`config.mk`:
```
export PLATFORM = sky130hd
export DESIGN_NAME = crash_ctrl_flat
export DESIGN_NICKNAME = d
export VERILOG_FILES = /design/src/rtl/crash_ctrl_if.sv /design/src/rtl/crash_ctrl.sv /design/src/flat_wrapper.sv
export SDC_FILE = /design/constraint.sdc
export NUM_CORES = 1
export LEC_CHECK = 0
export CAP_MARGIN = 25
export CORE_UTILIZATION = 39
export DETAILED_ROUTE_END_ITERATION = 10
export GPL_ROUTABILITY_DRIVEN = 0
export PLACE_DENSITY = 0.88
export SYNTH_ARGS = -nofsm -noshare
export SYNTH_HDL_FRONTEND = slang
export SYNTH_SLANG_ARGS = --single-unit
```
`constraint.sdc`:
```
create_clock -name clk_i -period 2 [get_ports clk_i]
set_input_delay 0.4 -clock clk_i [delete_from_list [all_inputs] [get_ports clk_i]]
set_output_delay 0.4 -clock clk_i [all_outputs]
set_load 0.02 [all_outputs]
```
`src/rtl/crash_ctrl_if.sv`:
```
// crash_ctrl_if: request, branch and status signals between the security checkers, branch unit and crash_ctrl
interface crash_ctrl_if #(parameter int VLEN = 32, parameter int CNT_W = 16);
   logic             en_crash_i;
   logic             debug_mode_i;
   logic             varleak_req_i;
   logic             loadcons_req_i;
   logic             ovf_req_i;
   logic             branch_valid_i;
   logic [VLEN-1:0]  pc_i;
   logic             crash_ack_i;
   logic             redirect_o;
   logic [1:0]       cause_o;
   logic [VLEN-1:0]  crash_pc_o;
   logic             rst_buf_o;
   logic             busy_o;
   logic [CNT_W-1:0] crash_count_o;
   modport master (
      output en_crash_i, debug_mode_i, varleak_req_i, loadcons_req_i, ovf_req_i,
             branch_valid_i, pc_i, crash_ack_i,
      input  redirect_o, cause_o, crash_pc_o, rst_buf_o, busy_o, crash_count_o
   );
   modport slave (
      input  en_crash_i, debug_mode_i, varleak_req_i, loadcons_req_i, ovf_req_i,
             branch_valid_i, pc_i, crash_ack_i,
      output redirect_o, cause_o, crash_pc_o, rst_buf_o, busy_o, crash_count_o
   );
endinterface

```
`src/rtl/crash_ctrl.sv`:
```
// crash_ctrl: gates checker crash requests, redirects the next branch to zero, then runs a timed buffer clear
module crash_ctrl #(
   parameter int VLEN       = 32,
   parameter int CLR_CYCLES = 4,
   parameter int CNT_W      = 16
) (
   input logic        clk_i,
   input logic        rst_i,
   crash_ctrl_if.slave bus
);
   localparam int CW = CLR_CYCLES > 1 ? $clog2(CLR_CYCLES) : 1;
   typedef enum logic [1:0] {IDLE, ARMED, CLEAR, HOLD} state_t;
   state_t           state, state_nx;
   logic [CW-1:0]    clr_cnt;
   logic [1:0]       cause, enc;
   logic [VLEN-1:0]  crash_pc;
   logic [CNT_W-1:0] count;
   logic             ok, req, redirect;
   assign ok  = bus.en_crash_i & ~bus.debug_mode_i;
   assign req = ok & (bus.varleak_req_i | bus.loadcons_req_i | bus.ovf_req_i);
   assign enc = bus.varleak_req_i ? 2'd1 : bus.loadcons_req_i ? 2'd2 : 2'd3;
   always_ff @(posedge clk_i)
      state <= rst_i ? IDLE : state_nx;
   always_comb begin
      state_nx = state;
      case (state)
         IDLE:    state_nx = req ? (bus.branch_valid_i ? CLEAR : ARMED) : IDLE;
         ARMED:   state_nx = redirect ? CLEAR : !bus.en_crash_i ? IDLE : ARMED;
         CLEAR:   state_nx = clr_cnt == '0 ? HOLD : CLEAR;
         HOLD:    state_nx = bus.crash_ack_i ? IDLE : HOLD;
         default: state_nx = IDLE;
      endcase
   end
   always_comb begin
      redirect      = bus.branch_valid_i & ok & (state == ARMED | (state == IDLE & req));
      bus.rst_buf_o = state == CLEAR;
      bus.busy_o    = state != IDLE;
   end
   // clear counter loads on the redirect so CLEAR lasts exactly CLR_CYCLES cycles
   always_ff @(posedge clk_i) begin
      if (rst_i) begin
         cause    <= '0;
         crash_pc <= '0;
         count    <= '0;
         clr_cnt  <= '0;
      end else begin
         if (state == IDLE & req)
            cause <= enc;
         else if ((state == ARMED & !bus.en_crash_i) | (state == HOLD & bus.crash_ack_i))
            cause <= '0;
         if (redirect) begin
            crash_pc <= bus.pc_i;
            count    <= &count ? count : count + CNT_W'(1);
            clr_cnt  <= CW'(CLR_CYCLES - 1);
         end else if (state == CLEAR)
            clr_cnt <= clr_cnt - CW'(1);
      end
   end
   assign bus.redirect_o    = redirect;
   assign bus.cause_o       = cause;
   assign bus.crash_pc_o    = crash_pc;
   assign bus.crash_count_o = count;
endmodule

```
`src/flat_wrapper.sv`:
```
// flat-port wrapper written by rule: the top's interface ports become plain ports
module crash_ctrl_flat 
#(
   parameter int VLEN       = 32,
   parameter int CLR_CYCLES = 4,
   parameter int CNT_W      = 16
)
  (clk_i, rst_i, bus_en_crash_i, bus_debug_mode_i, bus_varleak_req_i, bus_loadcons_req_i, bus_ovf_req_i, bus_branch_valid_i, bus_pc_i, bus_crash_ack_i, bus_redirect_o, bus_cause_o, bus_crash_pc_o, bus_rst_buf_o, bus_busy_o, bus_crash_count_o);
  crash_ctrl_if #(.VLEN(VLEN), .CNT_W(CNT_W)) bus_i ();
  input logic clk_i;
  input logic rst_i;
  input wire logic [$bits(bus_i.en_crash_i)-1:0] bus_en_crash_i;
  input wire logic [$bits(bus_i.debug_mode_i)-1:0] bus_debug_mode_i;
  input wire logic [$bits(bus_i.varleak_req_i)-1:0] bus_varleak_req_i;
  input wire logic [$bits(bus_i.loadcons_req_i)-1:0] bus_loadcons_req_i;
  input wire logic [$bits(bus_i.ovf_req_i)-1:0] bus_ovf_req_i;
  input wire logic [$bits(bus_i.branch_valid_i)-1:0] bus_branch_valid_i;
  input wire logic [$bits(bus_i.pc_i)-1:0] bus_pc_i;
  input wire logic [$bits(bus_i.crash_ack_i)-1:0] bus_crash_ack_i;
  output wire logic [$bits(bus_i.redirect_o)-1:0] bus_redirect_o;
  output wire logic [$bits(bus_i.cause_o)-1:0] bus_cause_o;
  output wire logic [$bits(bus_i.crash_pc_o)-1:0] bus_crash_pc_o;
  output wire logic [$bits(bus_i.rst_buf_o)-1:0] bus_rst_buf_o;
  output wire logic [$bits(bus_i.busy_o)-1:0] bus_busy_o;
  output wire logic [$bits(bus_i.crash_count_o)-1:0] bus_crash_count_o;
  assign bus_i.en_crash_i = bus_en_crash_i;
  assign bus_i.debug_mode_i = bus_debug_mode_i;
  assign bus_i.varleak_req_i = bus_varleak_req_i;
  assign bus_i.loadcons_req_i = bus_loadcons_req_i;
  assign bus_i.ovf_req_i = bus_ovf_req_i;
  assign bus_i.branch_valid_i = bus_branch_valid_i;
  assign bus_i.pc_i = bus_pc_i;
  assign bus_i.crash_ack_i = bus_crash_ack_i;
  assign bus_redirect_o = bus_i.redirect_o;
  assign bus_cause_o = bus_i.cause_o;
  assign bus_crash_pc_o = bus_i.crash_pc_o;
  assign bus_rst_buf_o = bus_i.rst_buf_o;
  assign bus_busy_o = bus_i.busy_o;
  assign bus_crash_count_o = bus_i.crash_count_o;
  crash_ctrl #(.VLEN(VLEN), .CLR_CYCLES(CLR_CYCLES), .CNT_W(CNT_W)) u_core (.clk_i(clk_i), .rst_i(rst_i), .bus(bus_i));
endmodule
```
; Word-level counts from Yosys, hierarchy flattened
; Index checks and enable logic that the tools add are counted.
[classes]
add_sub_neg = 2
eq_ne = 3
muxes = 13
bitwise_logic = 13
reduce_logical = 8
[ops]
columns = cell, count
row1 = $mux 2, 9
row2 = $add 16x1->16 const B, 1
row3 = $reduce_and 16->1, 1
row4 = $pmux 2 s4, 1
row5 = $and 1x1->1, 7
row6 = $reduce_bool 2->1, 3
row7 = $eq 2x2->1 const B, 2
row8 = $logic_not 2->1, 2
row9 = $or 1x1->1, 4
row10 = $mux 1, 3
row11 = $eq 2x1->1 const B, 1
row12 = $not 1->1, 2
row13 = $reduce_and 2->1, 1
row14 = $sub 2x1->2 const B, 1
row15 = $logic_not 1->1, 1
[totals]
reg_bits = 54
input_bits = 41
output_inout_bits = 53
wordCells = 44

; Longest topological paths before layout
[depth]
ltp_word = 8
ltp_mapped = 8

; Worst setup path before layout
; No wires, ideal clock.
[synth_path]
kind = flip-flop to flip-flop
start = register u_core.count[0], in the netlist u_core.bus.crash_count_o[0]
end = register u_core.count[14], in the netlist u_core.bus.crash_count_o[14]
setup_ps = 123
arrival_time_ps = 2001
t_required_ps = 1877
setup_slack_ps = -124
path_stages_with_launch = 7
path_buffers = 1
period_less_slack_ps = 2124
cell_sequence = dfxtp_1 -> ha_1 -> nand3_1 -> or2_0 -> buf_2 -> or4_1 -> mux2_1
[synth_via]
elab_chain_len = 3
[synth_lines]
columns = element, line
row1 = start: declaration, crash_ctrl.sv:17  ; logic [CNT_W-1:0] count;
row2 = start signal: assignment, crash_ctrl.sv:53  ; count <= &count ? count : count + CNT_W'(1);
row3 = branches (longest 3 deep; another with $add 16x1->16), --
; Several ways; the timed one is not identified.
; A chain may end at the register's enable or synchronous reset.

; Worst setup path in the final report
[layout_path]
start = input port bus_debug_mode_i
end = register u_core.count[14], in the netlist u_core.bus.crash_count_o[14]
[layout_via]
elab_chain_len = 7
[layout_lines]
columns = element, line
row1 = start: declaration, flat_wrapper.sv:13  ; input wire logic [$bits(bus_i.debug_mode_i)-1:0] bus_debug_mode_i;
row2 = $not 1->1 (*), crash_ctrl.sv:19  ; assign ok = bus.en_crash_i & ~bus.debug_mode_i;
row3 = $and 1x1->1 (*), crash_ctrl.sv:19
row4 = $and 1x1->1, crash_ctrl.sv:20  ; assign req = ok & (bus.varleak_req_i | bus.loadcons_req_i | bus.ovf_req_i);
row5 = $and 1x1->1, crash_ctrl.sv:35  ; redirect = bus.branch_valid_i & ok & (state == ARMED | (state == IDLE & req));
row6 = $or 1x1->1, crash_ctrl.sv:35
row7 = $and 1x1->1 (*), crash_ctrl.sv:35
row8 = $reduce_and 2->1 (no line) (*), --
; Every way passes the cells marked *; elsewhere a longest branch is shown, timed or not.

==> flow_summary.yaml <==
detailed_routing:
  drt-wirelength-per-cell_um: 13.3
  drc: 0
  met3WireLength_um: 241
  avgViaCountPerCell: 5.09
  dr_wl_met2_um: 3210
  routed_wl_um: 6070
  wl_met1_um: 2550
  drt_pass1_iterations: 4
  postRouteAntennaNets: 0
  drtIter0Drc: 99
  highest_layer: "met4"
  vias: 2321
timing:
  setup-tns-final_ps: 0
  finalClockSkew_ps: 6.32
  worstMarginPinSlew_ps: 459
  fin_ws_ps: 29.3
  slew_headroom: 0.692
  rsz0062_at_grt: "false"
  hold_viol_final: 0
  fin_crit_sh: 0.985
  report.final.slew_viol_count: 0
  fmaxAchievable_mhz: 507
  min_period_ps: 1970
  setup_violations: 0
die:
  die-area_sq_um: 6240
  dieWidth_um: 79.0
  start_util: 0.412
  core_sq_um: 5610
  die_y_um: 79.0
  ios: 94
  rows: 27
pwr:
  pwr-share-comb: 0.151
  p_leak_nw: 1.26
  p_seq_frac: 0.531
  fin_total_pwr_mw: 2.12
  power_density_nw_per_um2: 594
  ir_drop_mv: 0.386
  intPower_mw: 1.62
  swShare: 0.232
  clkPwrFrac: 0.318
  switchingPower_uw: 491
run:
  maxCapViolCount: 0
global_route:
  grt_pass1_vias: 2292
  grt_usage: 0.199
  grt_pass1_wl_um: 10100
  grt_max_degree: 44
  overflow: 0
  antenna_found_initial: 0
logic_synthesis:
  yosysSeqAreaShare: 0.468
  synth_area_sq_um: 2310
  ys_ff_latch: 54
  yosys-top-cells-area: "dfxtp_1 47%, nand2_1 12%, a21oi_1 9.5%"
  syn_nets: 327
  ys_warn_count: 0
  syn_inst: 284
  avgSynthCellArea_sq_um: 8.14
  synth_edf_count: 0
  synth.top_cells.by_count: "73 x nand2_1, 54 x dfxtp_1, 44 x a21oi_1, 10 x clkbuf_1, 10 x nor2_1"
  yosysMostFrequentCell: "nand2_1"
  synth-main-ff-cell: "dfxtp_1"
  yosysUniqueCellTypes: 41
  synthArstFlopShare: 0
  synth_top_area_frac: 0.468
  yosysTopAreaCell: "dfxtp_1"
placed_design:
  dp_hpwl_um: 4330
  port_buffers: 93
  dpl_worst_slack_ps: -469
hold_path:
  worstHoldStart: "u_core.bus.crash_pc_o[17]"
  hp-class: "reg -> reg"
cells_and_area:
  drive_gt1_frac: 0.125
  final_util: 0.635
  diodes: 0
  nets: 427
  syn_to_final_growth_pct: 54.0
clock_tree:
  cts-root-buf: "clkbuf_8"
  clk_latency_ps: 290
  clk_pin_slew_ps: 90
  cts_tree: "done"
  cts_htree_levels: 2
  clock-sinks: 54
  clockBufferDepth: 2
  cts_inserted_buffers: 5
critical_path:
  crit_start: "bus_debug_mode_i"
  cp_data_required_time_ps: 2180
  cp_data_arrival_time_ps: 2150
  endpoint_kind: "register"
  timing.rr.start: "u_core.bus.crash_count_o[0]"
  worstPathMaxFanout: 5
  cp-start-kind: "input port"
  critical_path_class: "in -> reg"
status:
  status: "complete, no violations"
[through the flow]
stage	instances	hold WS [ps]	instance area (sq um)
2_1_floorplan	284	510	2320
3_3_place_gp	448	441	3390
3_5_place_dp	448	445	3390
4_1_cts	455	459	3530
5_1_grt	456	472	3560
6_report	456	456	3560
[layout make-up]
class | count | area, sq um
Tap cell | 72 | 90.1
Multi-Input combinational cell | 206 | 1180
Inverter | 6 | 22.5
Clock buffer | 7 | 108
Fill cell | 490 | 2050
Sequential cell | 54 | 1090
Timing Repair Buffer | 111 | 1060
[critical path: stages]
cell	delay, ps
dlygate4sd2_1	250
and4bb_2	350
nand2b_4	80
buf_4	130
buf_6	110
or4_4	520
mux2_4	310
[routing by layer]
layer / vias to the layer above / global-route usage
met5: - / 0
li1: 1179 / -
met1: 1084 / 0.225
met3: 4 / 0.0356
met2: 54 / 0.372
met4: 0 / 0.0691
[power groups by stage]
| stage | logic, mW | registers [mW] | clock network [mW] |
|---|---|---|---|
| 2_1_floorplan | 0.107 | 1.18 | 0 |
| 3_3_place_gp | 0.312 | 1.15 | 0 |
| 3_5_place_dp | 0.319 | 1.15 | 0 |
| 4_1_cts | 0.319 | 1.12 | 0.698 |
| 5_1_grt | 0.346 | 1.13 | 0.744 |
| 6_report | 0.319 | 1.12 | 0.673 |
[registers in the layout, indices dropped and copies added, names as in the netlist]
register	count
u_core.clr_cnt	2
u_core.state	2
u_core.bus.crash_count_o	16
u_core.bus.crash_pc_o	32
u_core.bus.cause_o	2
[final timing paths]
path,to,slack [ps],depth (start not counted)
worst max-delay path,u_core.bus.crash_count_o[14],30,7
worst min register to register,u_core.bus.crash_pc_o[17],460,2
worst min-delay path,u_core.bus.crash_pc_o[17],460,2
worst max register to register,u_core.bus.crash_count_o[14],80,5
[kinds of logic after synthesis]
logic type / Yosys count / share of synthesized area
AO/OA/AOI/OAI: 60 / 0.146
AND/OR/NAND/NOR: 136 / 0.293
buffers and inverters: 24 / 0.0444
flip-flops: 54 / 0.468
adder cells (fa/ha/maj): 2 / 0.0108
XOR/XNOR: 1 / 0.00379
multiplexers: 7 / 0.0341
[layout by cell type (no fill, tap or decap), drive strengths merged, types with 3 or more instances in the layout]
cell            n
nand2          73
nand3           7
a21oi          44
clkdlybuf4s50  83
dfxtp          54
nor2           10
nor4b           3
buf            20
nand4           3
o21ai           4
o31ai           6
dlymetal6s2s    3
dlygate4sd2     5
mux2            7
or4             7
inv             5
nor3            3
clkbuf          7
nor2b           8
nor4            6
[repair_timing]
| action | CTS | global route |
|---|---|---|
| setup buffers | 1 | 1 |
| hold buffers | 0 | 0 |
| endpoints found under the setup margin | 6 | 26 |
| pin swaps | 2 | 1 |
| resized for setup | 19 | 4 |
| endpoints found under the hold margin | 0 | 0 |
(Power assumes the default switching activity.)
